<file path="src/rtl/spi_daisy_slave_if.sv">
`default_nettype none
// ============================================================================
// Module   : spi_daisy_slave_if
// Brief    : SPI pins plus receive valid/ready handshake for spi_daisy_slave.
// Revision : 1.0 - initial release
// ============================================================================
interface spi_daisy_slave_if #(
    parameter int DATA_W = 8
);
    logic              sclk;
    logic              cs;
    logic              mosi;
    logic              miso;
    logic [DATA_W-1:0] tx_data;
    logic [DATA_W-1:0] rx_data;
    logic              rx_valid;
    logic              rx_ready;
    logic              overrun;
    logic              frame_err;
    logic              busy;

    modport slave (
        input  sclk, cs, mosi, tx_data, rx_ready,
        output miso, rx_data, rx_valid, overrun, frame_err, busy
    );

    modport master (
        output sclk, cs, mosi, tx_data, rx_ready,
        input  miso, rx_data, rx_valid, overrun, frame_err, busy
    );
endinterface
`default_nettype wire

</file>
<file path="src/rtl/spi_daisy_slave.sv">
`default_nettype none
// ============================================================================
// Module   : spi_daisy_slave
// Brief    : SPI mode-0 daisy-chain slave, oversampled in the clk domain.
//            Optional SPI_DAISY_SYNC_EN adds a second synchronizer flop.
// Revision : 1.0 - initial release
// ============================================================================
module spi_daisy_slave #(
    parameter int DATA_W = 8
) (
    input wire                 clk,
    input wire                 rst,
    spi_daisy_slave_if.slave   bus
);
    localparam int                CNT_W  = $clog2(DATA_W);
    localparam logic [CNT_W-1:0] c_LAST = CNT_W'(DATA_W - 1);

    localparam logic [1:0] c_ARM    = 2'd0;
    localparam logic [1:0] c_IDLE   = 2'd1;
    localparam logic [1:0] c_ACTIVE = 2'd2;

    // Synchronized pins packed as {sclk, cs, mosi}
    logic [2:0] r_sync;

`ifdef SPI_DAISY_SYNC_EN
    logic [2:0] r_meta;

    always_ff @(posedge clk) begin
        if (rst) begin
            r_meta <= 3'b000;
            r_sync <= 3'b000;
        end else begin
            r_meta <= {bus.sclk, bus.cs, bus.mosi};
            r_sync <= r_meta;
        end
    end
`else
    always_ff @(posedge clk) begin
        if (rst) begin
            r_sync <= 3'b000;
        end else begin
            r_sync <= {bus.sclk, bus.cs, bus.mosi};
        end
    end
`endif

    logic r_sclk_d;
    logic r_cs_d;

    always_ff @(posedge clk) begin
        if (rst) begin
            r_sclk_d <= 1'b0;
            r_cs_d   <= 1'b0;
        end else begin
            r_sclk_d <= r_sync[2];
            r_cs_d   <= r_sync[1];
        end
    end

    logic w_sclk_s;
    logic w_cs_s;
    logic w_mosi_s;
    logic w_sclk_rise;
    logic w_sclk_fall;
    logic w_cs_rise;
    logic w_cs_fall;

    assign w_sclk_s    = r_sync[2];
    assign w_cs_s      = r_sync[1];
    assign w_mosi_s    = r_sync[0];
    assign w_sclk_rise = w_sclk_s & ~r_sclk_d;
    assign w_sclk_fall = ~w_sclk_s & r_sclk_d;
    assign w_cs_rise   = w_cs_s & ~r_cs_d;
    assign w_cs_fall   = ~w_cs_s & r_cs_d;

    logic [1:0]        r_state;
    logic [DATA_W-1:0] r_shreg;
    logic [CNT_W-1:0]  r_bit_cnt;
    logic              r_miso;
    logic [DATA_W-1:0] r_rx_data;
    logic              r_rx_valid;
    logic              r_overrun;
    logic              r_frame_err;
    logic              r_busy;

    logic [DATA_W-1:0] w_shreg_nxt;

    assign w_shreg_nxt = {r_shreg[DATA_W-2:0], w_mosi_s};

    always_ff @(posedge clk) begin
        if (rst) begin
            r_state     <= c_ARM;
            r_shreg     <= '0;
            r_bit_cnt   <= '0;
            r_miso      <= 1'b0;
            r_rx_data   <= '0;
            r_rx_valid  <= 1'b0;
            r_overrun   <= 1'b0;
            r_frame_err <= 1'b0;
            r_busy      <= 1'b0;
        end else begin
            r_overrun   <= 1'b0;
            r_frame_err <= 1'b0;
            if (r_rx_valid && bus.rx_ready) begin
                r_rx_valid <= 1'b0;
            end

            case (r_state)
                // Wait for cs high so a frame already in progress is never joined
                c_ARM: begin
                    if (w_cs_s) begin
                        r_state <= c_IDLE;
                    end
                end

                c_IDLE: begin
                    if (w_cs_fall) begin
                        r_shreg   <= bus.tx_data;
                        r_miso    <= bus.tx_data[DATA_W-1];
                        r_bit_cnt <= '0;
                        r_state   <= c_ACTIVE;
                        r_busy    <= 1'b1;
                    end
                end

                c_ACTIVE: begin
                    if (w_cs_rise) begin
                        r_state   <= c_IDLE;
                        r_busy    <= 1'b0;
                        r_miso    <= 1'b0;
                        r_bit_cnt <= '0;
                        if (r_bit_cnt != '0) begin
                            r_frame_err <= 1'b1;
                        end
                    end else if (w_sclk_rise) begin
                        // shreg keeps the received word so it shifts out next frame
                        r_shreg <= w_shreg_nxt;
                        if (r_bit_cnt == c_LAST) begin
                            r_bit_cnt <= '0;
                            if (!r_rx_valid || bus.rx_ready) begin
                                r_rx_data  <= w_shreg_nxt;
                                r_rx_valid <= 1'b1;
                            end else begin
                                r_overrun <= 1'b1;
                            end
                        end else begin
                            r_bit_cnt <= r_bit_cnt + 1'b1;
                        end
                    end else if (w_sclk_fall) begin
                        r_miso <= r_shreg[DATA_W-1];
                    end
                end

                default: begin
                    r_state <= c_ARM;
                    r_busy  <= 1'b0;
                end
            endcase
        end
    end

    assign bus.miso      = r_miso;
    assign bus.rx_data   = r_rx_data;
    assign bus.rx_valid  = r_rx_valid;
    assign bus.overrun   = r_overrun;
    assign bus.frame_err = r_frame_err;
    assign bus.busy      = r_busy;

endmodule
`default_nettype wire

</file>
<file path="src/flat_wrapper.sv">
// flat-port wrapper written by rule: the top's interface ports become plain ports
module spi_daisy_slave_flat 
#(
    parameter int DATA_W = 8
)
  (clk, rst, bus_sclk, bus_cs, bus_mosi, bus_tx_data, bus_rx_ready, bus_miso, bus_rx_data, bus_rx_valid, bus_overrun, bus_frame_err, bus_busy);
  spi_daisy_slave_if #(.DATA_W(DATA_W)) bus_i ();
  input wire clk;
  input wire rst;
  input wire logic [$bits(bus_i.sclk)-1:0] bus_sclk;
  input wire logic [$bits(bus_i.cs)-1:0] bus_cs;
  input wire logic [$bits(bus_i.mosi)-1:0] bus_mosi;
  input wire logic [$bits(bus_i.tx_data)-1:0] bus_tx_data;
  input wire logic [$bits(bus_i.rx_ready)-1:0] bus_rx_ready;
  output wire logic [$bits(bus_i.miso)-1:0] bus_miso;
  output wire logic [$bits(bus_i.rx_data)-1:0] bus_rx_data;
  output wire logic [$bits(bus_i.rx_valid)-1:0] bus_rx_valid;
  output wire logic [$bits(bus_i.overrun)-1:0] bus_overrun;
  output wire logic [$bits(bus_i.frame_err)-1:0] bus_frame_err;
  output wire logic [$bits(bus_i.busy)-1:0] bus_busy;
  assign bus_i.sclk = bus_sclk;
  assign bus_i.cs = bus_cs;
  assign bus_i.mosi = bus_mosi;
  assign bus_i.tx_data = bus_tx_data;
  assign bus_i.rx_ready = bus_rx_ready;
  assign bus_miso = bus_i.miso;
  assign bus_rx_data = bus_i.rx_data;
  assign bus_rx_valid = bus_i.rx_valid;
  assign bus_overrun = bus_i.overrun;
  assign bus_frame_err = bus_i.frame_err;
  assign bus_busy = bus_i.busy;
  spi_daisy_slave #(.DATA_W(DATA_W)) u_core (.clk(clk), .rst(rst), .bus(bus_i));
endmodule
</file>
<file path="config.mk">
export PLATFORM = sky130hd
export DESIGN_NAME = spi_daisy_slave_flat
export DESIGN_NICKNAME = d
export VERILOG_FILES = /design/src/rtl/spi_daisy_slave_if.sv /design/src/rtl/spi_daisy_slave.sv /design/src/flat_wrapper.sv
export SDC_FILE = /design/constraint.sdc
export NUM_CORES = 1
export LEC_CHECK = 0
export ABC_AREA = 0
export BUFFER_PORTS_ARGS = -buffer_cell sky130_fd_sc_hd__buf_2
export CAP_MARGIN = 5
export CORE_MARGIN = 8
export CORE_UTILIZATION = 40
export DETAILED_ROUTE_END_ITERATION = 8
export GPL_TIMING_DRIVEN = 0
export SYNTH_ARGS = -nofsm -noshare
export SYNTH_HDL_FRONTEND = slang
export SYNTH_SLANG_ARGS = --single-unit
</file>
<file path="constraint.sdc">
create_clock -name clk -period 1.77 [get_ports clk]
set_input_delay 0.177 -clock clk [delete_from_list [all_inputs] [get_ports clk]]
set_output_delay 0.177 -clock clk [all_outputs]
set_load 0.1 [all_outputs]
</file>
# After elaboration in Yosys (flattened, before gate mapping)
# Index checks and enable logic that the tools add are counted.
dict set report op_classes {
  n_addsub 1
  eq_ne 11
  n_mux 29
  n_bitwise 13
  reduce_logical 14
}
# op count
set op_table {}
lappend op_table {{2-to-1 mux 8 bit} 3}
lappend op_table {{case mux 8 bit (2 select lines)} 1}
lappend op_table {{2-to-1 mux 1 bit} 14}
lappend op_table {{2-to-1 mux 3 bit} 4}
lappend op_table {{inverter 1 bit} 9}
lappend op_table {{AND reduction 3 bit} 3}
lappend op_table {{!= test 2 x 1 -> 1 bit, second input constant} 4}
lappend op_table {{AND reduction 4 bit} 2}
lappend op_table {{2-to-1 mux 2 bit} 3}
lappend op_table {{!= test 3 x 1 -> 1 bit, second input constant} 2}
lappend op_table {{case mux 2 bit (3 select lines)} 1}
lappend op_table {{case mux 3 bit (2 select lines)} 1}
lappend op_table {{AND reduction 5 bit} 1}
lappend op_table {{OR reduction 5 bit} 1}
lappend op_table {{AND 1 bit} 4}
lappend op_table {{adder 3 x 1 -> 3 bit, second input constant} 1}
lappend op_table {{== test 3 bit, second input constant} 1}
lappend op_table {{!= test 3 bit, second input constant} 1}
lappend op_table {{case mux 1 bit (3 select lines)} 1}
lappend op_table {{nonzero test 3 bit} 1}
lappend op_table {{OR reduction 3 bit} 1}
lappend op_table {{== test 2 x 1 -> 1 bit, second input constant} 1}
lappend op_table {{== test 2 bit, second input constant} 1}
lappend op_table {{logical NOT 2 bit} 1}
lappend op_table {{6 further kinds} 6}
dict set report totals {
  ff_bits 31
  in_bits 14
  output_inout_bits 13
}

# Logic depth before layout (Yosys ltp)
dict set report depth {
  depth_word 7
  depth_mapped 8
  mapped_depth_nobuf 6
}

# Worst setup path before layout
# No wires, ideal clock.
dict set report synth_timing {
  kind {register to register}
  startpoint {reg u_core.r_rx_valid (netlist: u_core.bus.rx_valid)}
  endpoint {reg u_core.r_rx_data[0] (netlist: u_core.bus.rx_data[0])}
  setup_ps 128
  arrival_ps 1650
  required_time_ps 1642
  slack_ps -8
  path_stages_with_launch 5
  path_buffers 0
  cell_sequence {dfxtp_1 nand2b_1 nand4_4 mux2i_1 nor2_1}
}
dict set report synth_between {
  elab_chain_cells 3
}
# item line_no
set synth_lines {}
lappend synth_lines {{start: declaration} spi_daisy_slave.sv:81} ;# logic r_rx_valid;
lappend synth_lines {{start signal: assignment} spi_daisy_slave.sv:97} ;# r_rx_valid <= 1'b0;
lappend synth_lines {{start signal: assignment} spi_daisy_slave.sv:105} ;# r_rx_valid <= 1'b0;
lappend synth_lines {{start signal: assignment} spi_daisy_slave.sv:142} ;# r_rx_valid <= 1'b1;
lappend synth_lines {{logical NOT 1 bit} spi_daisy_slave.sv:140} ;# if (!r_rx_valid || bus.rx_ready) begin
lappend synth_lines {{logical OR 1 bit} spi_daisy_slave.sv:140}
lappend synth_lines {{AND reduction 5 bit (no line)} n/a}
lappend synth_lines {{end signal: assignment} spi_daisy_slave.sv:141} ;# r_rx_data <= w_shreg_nxt;
lappend synth_lines {{end: declaration} spi_daisy_slave.sv:80} ;# logic [DATA_W-1:0] r_rx_data;
# No other way between the ends.
# A chain may end at the register's enable or synchronous reset.

# Worst setup path in the final report
dict set report layout_timing {
  startpoint {reg u_core.r_state[1]}
  endpoint {reg u_core.r_state[1]}
}
dict set report layout_between {
  elab_chain_cells 3
  elab_cells_between_ends 8
  classes_between {eq/ne: 5; mux: 1; reduce/logical: 2}
}
# item line_no
set layout_lines {}
lappend layout_lines {{start: declaration} spi_daisy_slave.sv:76} ;# logic [1:0] r_state;
lappend layout_lines {{start signal: assignment} spi_daisy_slave.sv:92} ;# r_state <= c_ARM;
lappend layout_lines {{start signal: assignment} spi_daisy_slave.sv:112} ;# r_state <= c_IDLE;
lappend layout_lines {{start signal: assignment} spi_daisy_slave.sv:121} ;# r_state <= c_ACTIVE;
lappend layout_lines {{== test 2 bit (tied with other cells)} spi_daisy_slave.sv:108} ;# case (r_state)
lappend layout_lines {{!= test 2 x 1 -> 1 bit (no line)} n/a}
lappend layout_lines {{AND reduction 3 bit (no line)} n/a}
# Parallel ways exist; a longest one is shown, timed or not.

==> out/summary.md <==
• slowest stage delay, CP: 0.34 ns
• drt total wl: 3248 um
• result of the run: complete, no violations
• number of placed cells counting well taps: 223
• wire length of the first global-routing pass: 5526 um
• count of max-cap constraint violations: 0
• data required time at the worst endpoint: 1.92 ns
• Antenna Diode Count: 0
• top-level port count: 27
• total nets after synthesis: 172
• cell with the largest stage delay on the worst path: dfxtp_2
• Critical Path, Cell by Cell: inv_1 -> ha_1 -> buf_2 -> inv_1 -> a311oi_2 -> mux2i_1 -> nor2_1
• count of buffers from port buffering: 26
• Initial Util: 41.56%
• most numerous cell in the Yosys netlist: dfxtp_1
• Final Skew: 0.003366 ns
• buffer type at the clock tree root: clkbuf_8
• number of synthesized register bits: 31
• Final Hold Violating Endpoints: 0
• global router's overall resource usage: 11.26%
• share of final-layout standard cells stronger than drive strength 1: 31.02%
• Inserted Clock Buffers: 5
• setup violation total in the final timing report: 0
• Worst Hold Class: input pin to register
• number of buffers and inverters on the critical path: 3
• Max Freq: 618.8 MHz
• netlist area before placement: 1510 sq um
• Pwr per Cell Area: 1366 nW/um^2
• dominant register cell in the synthesized netlist: dfxtp_1
• EDFF count, synth: 0
• count of different cell masters after synthesis: 33
• area of the die: 5998 sq um
• final design utilization: 51.86%
• final weighted congestion of routability-driven global placement: 0.7766
• type of element capturing the critical path: register
• global route overflow: 0
• worst setup slack before clock tree synthesis: 0.01811 ns
• cell taking the most area after synthesis: dfxtp_1
• iteration count of the initial detailed-routing pass: 4
• commonest cells in the netlist: dfxtp_1, mux2i_1, nor2_1
• met3 capacity usage during global routing: 4.608%
• kind of cell adding the most delay to the critical path: buffers and inverters
• pin slew with the least headroom to its limit: 0.5325 ns
• ys async rst share: 0%
• leakage power summed over all cells: 0.8158 nW
• maximum number of pins on one net before global-route repair: 11
• power consumption: 2.574 mW
• startpoint type of the worst setup path: register
• number of cells in the finished layout apart from fillers: 235
• max-slew violation count: 0
• VDD IR max: 0.5666 mV
• sequential share of the synthesized area: 41.09%
• initial antenna violation count: 0
• DRT iter0 DRCs: 78
• average cell area after synthesis: 10.14 sq um
• Gate Count Post-Synth: 149
• cell types occupying the most area after synthesis: dfxtp_1, mux2i_1, ha_1
• yosys synthesis warning count: 0
• worst-path fanout max: 8
• crit path setup slack, layout: 0.1541 ns
• start-to-end type of the worst setup path: register to register
• die extent in x: 77.45 um
• Core ar.: 3633 sq um
• Final Hold Slack: 0.09500 ns
• clk slew on worst S/H paths: 0.07 ns
• area delta synth->final: 24.77%
• maximum count of clock buffers along a single path: 2
• post-layout net count: 209
• count of vias placed by the detailed router: 1189
• most repeated library cell on the critical path: inv_1
• Most Crowded Layer GR: met2
• HPWL after detailed placement: 2375 um
• number of DRC violations after detailed routing: 0
• number of clock sinks: 31
• WL per Instance: 13.82 um
• H-tree depth reported by CTS: 2
• TritonCTS clock tree: yes
• routed vias/inst: 5.060
• height of the die: 77.45 um
• via count of the first global-routing pass: 1222
• area fraction of the dominant cell type after synthesis: 41.09%
• number of placement rows: 22
• count of hold buffers inserted by post-cts repair: 0
• remaining max-slew budget at the tightest pin: 64.50%
• number of antenna-violating nets in the routed design: 0
• min Tclk post-route: 1.616 ns
• Global Route met1 Usage: 13.67%
• clock network latency to the later pin of the worst-skew pair: 0.28 ns
• fin crit share: 91.29%
• data arrival at the endpoint of the critical path: 1.77 ns
• global-route met2 utilization: 17.52%
## flip-flops by register name, summed over array words and instances, names as in the netlist
name                  cells
u_core.bus.busy           1
u_core.bus.frame_err      1
u_core.bus.miso           1
u_core.bus.overrun        1
u_core.bus.rx_data        8
u_core.bus.rx_valid       1
u_core.r_bit_cnt          3
u_core.r_cs_d             1
u_core.r_sclk_d           1
u_core.r_shreg            8
u_core.r_state            2
u_core.r_sync             3
## worst reg2reg max path, cell delays in order (launching register included)
cell and delay, ns:
dfxtp_2 0.34, inv_1 0.10, ha_1 0.15, buf_2 0.19, inv_1 0.13, a311oi_2 0.30, mux2i_1 0.22, nor2_1 0.05
## where the power goes
part           internal (mW)  total, mW  switching, mW
combinational          0.422      0.920          0.498
clock                  0.455      0.729          0.274
sequential             0.822      0.924          0.102
total                   1.70       2.57          0.874
## logic make-up (layout without fill, tap and decap cells)
logic type	Yosys count	count (layout)	share of synthesized area, %
compound gates	37	37	18.56
buf+inv	16	54	5.550
flops	31	31	41.09
simple gates	39	39	16.07
mux	17	17	11.27
fa+ha+maj	9	9	7.457
## path summary, 6_finish.rpt
| kind | startpoint | cells after the start | slack (ns) | endpoint |
|---|---|---|---|---|
| worst min-delay path | bus_sclk | 2 | 0.09 | u_core.r_sync[2] |
| worst max register to register | u_core.r_state[1] | 7 | 0.15 | u_core.r_state[1] |
| worst max-delay path | u_core.r_state[1] | 7 | 0.15 | u_core.r_state[1] |
| worst min register to register | u_core.bus.miso | 2 | 0.45 | u_core.bus.miso |
## placed cells by master, fill, tap and decap left out, drive strengths merged
master,instances
a211oi,5
a21bo,1
a21boi,1
a21oi,11
a22oi,1
a311oi,9
and3b,1
buf,35
bufinv,1
clkbuf,9
clkinv,1
dfxtp,31
ha,9
inv,8
mux2i,17
nand2b,6
nand3,3
nand4,3
nor2,12
nor2b,8
nor3,3
nor3b,1
nor4b,2
o211ai,1
o21ai,5
o221a,1
o31ai,2
## through the flow
step	setup TNS [ns]	area [sq um]
after floorplan	0	1511
final	0	1884
after detailed placement	0	1702
after CTS	0	1819
after global placement	0	1702
after global routing	-0.009313	1884
## area by class of cell
type	count	area, sq um
inverter	8	30.03
buffer	8	53.80
clock buffer	6	82.58
clock inverter	2	35.03
fill	343	1749
sequential	31	623.1
tap	48	60.06
multi-input combinational	102	839.6
timing repair buffer	30	160.2
## what timing repair did
item	CTS	global route
setup buffers	0	4
setup endpoints to repair	0	6
resized for setup	0	6
## metal layers
layer  share of wire [%]  vias up
met5                   0        -
met3                 4.8        6
li1                    -      613
met2                  45       19
met1                  49      551
met4                 1.5        0
Power figures use the tool's default switching activity.
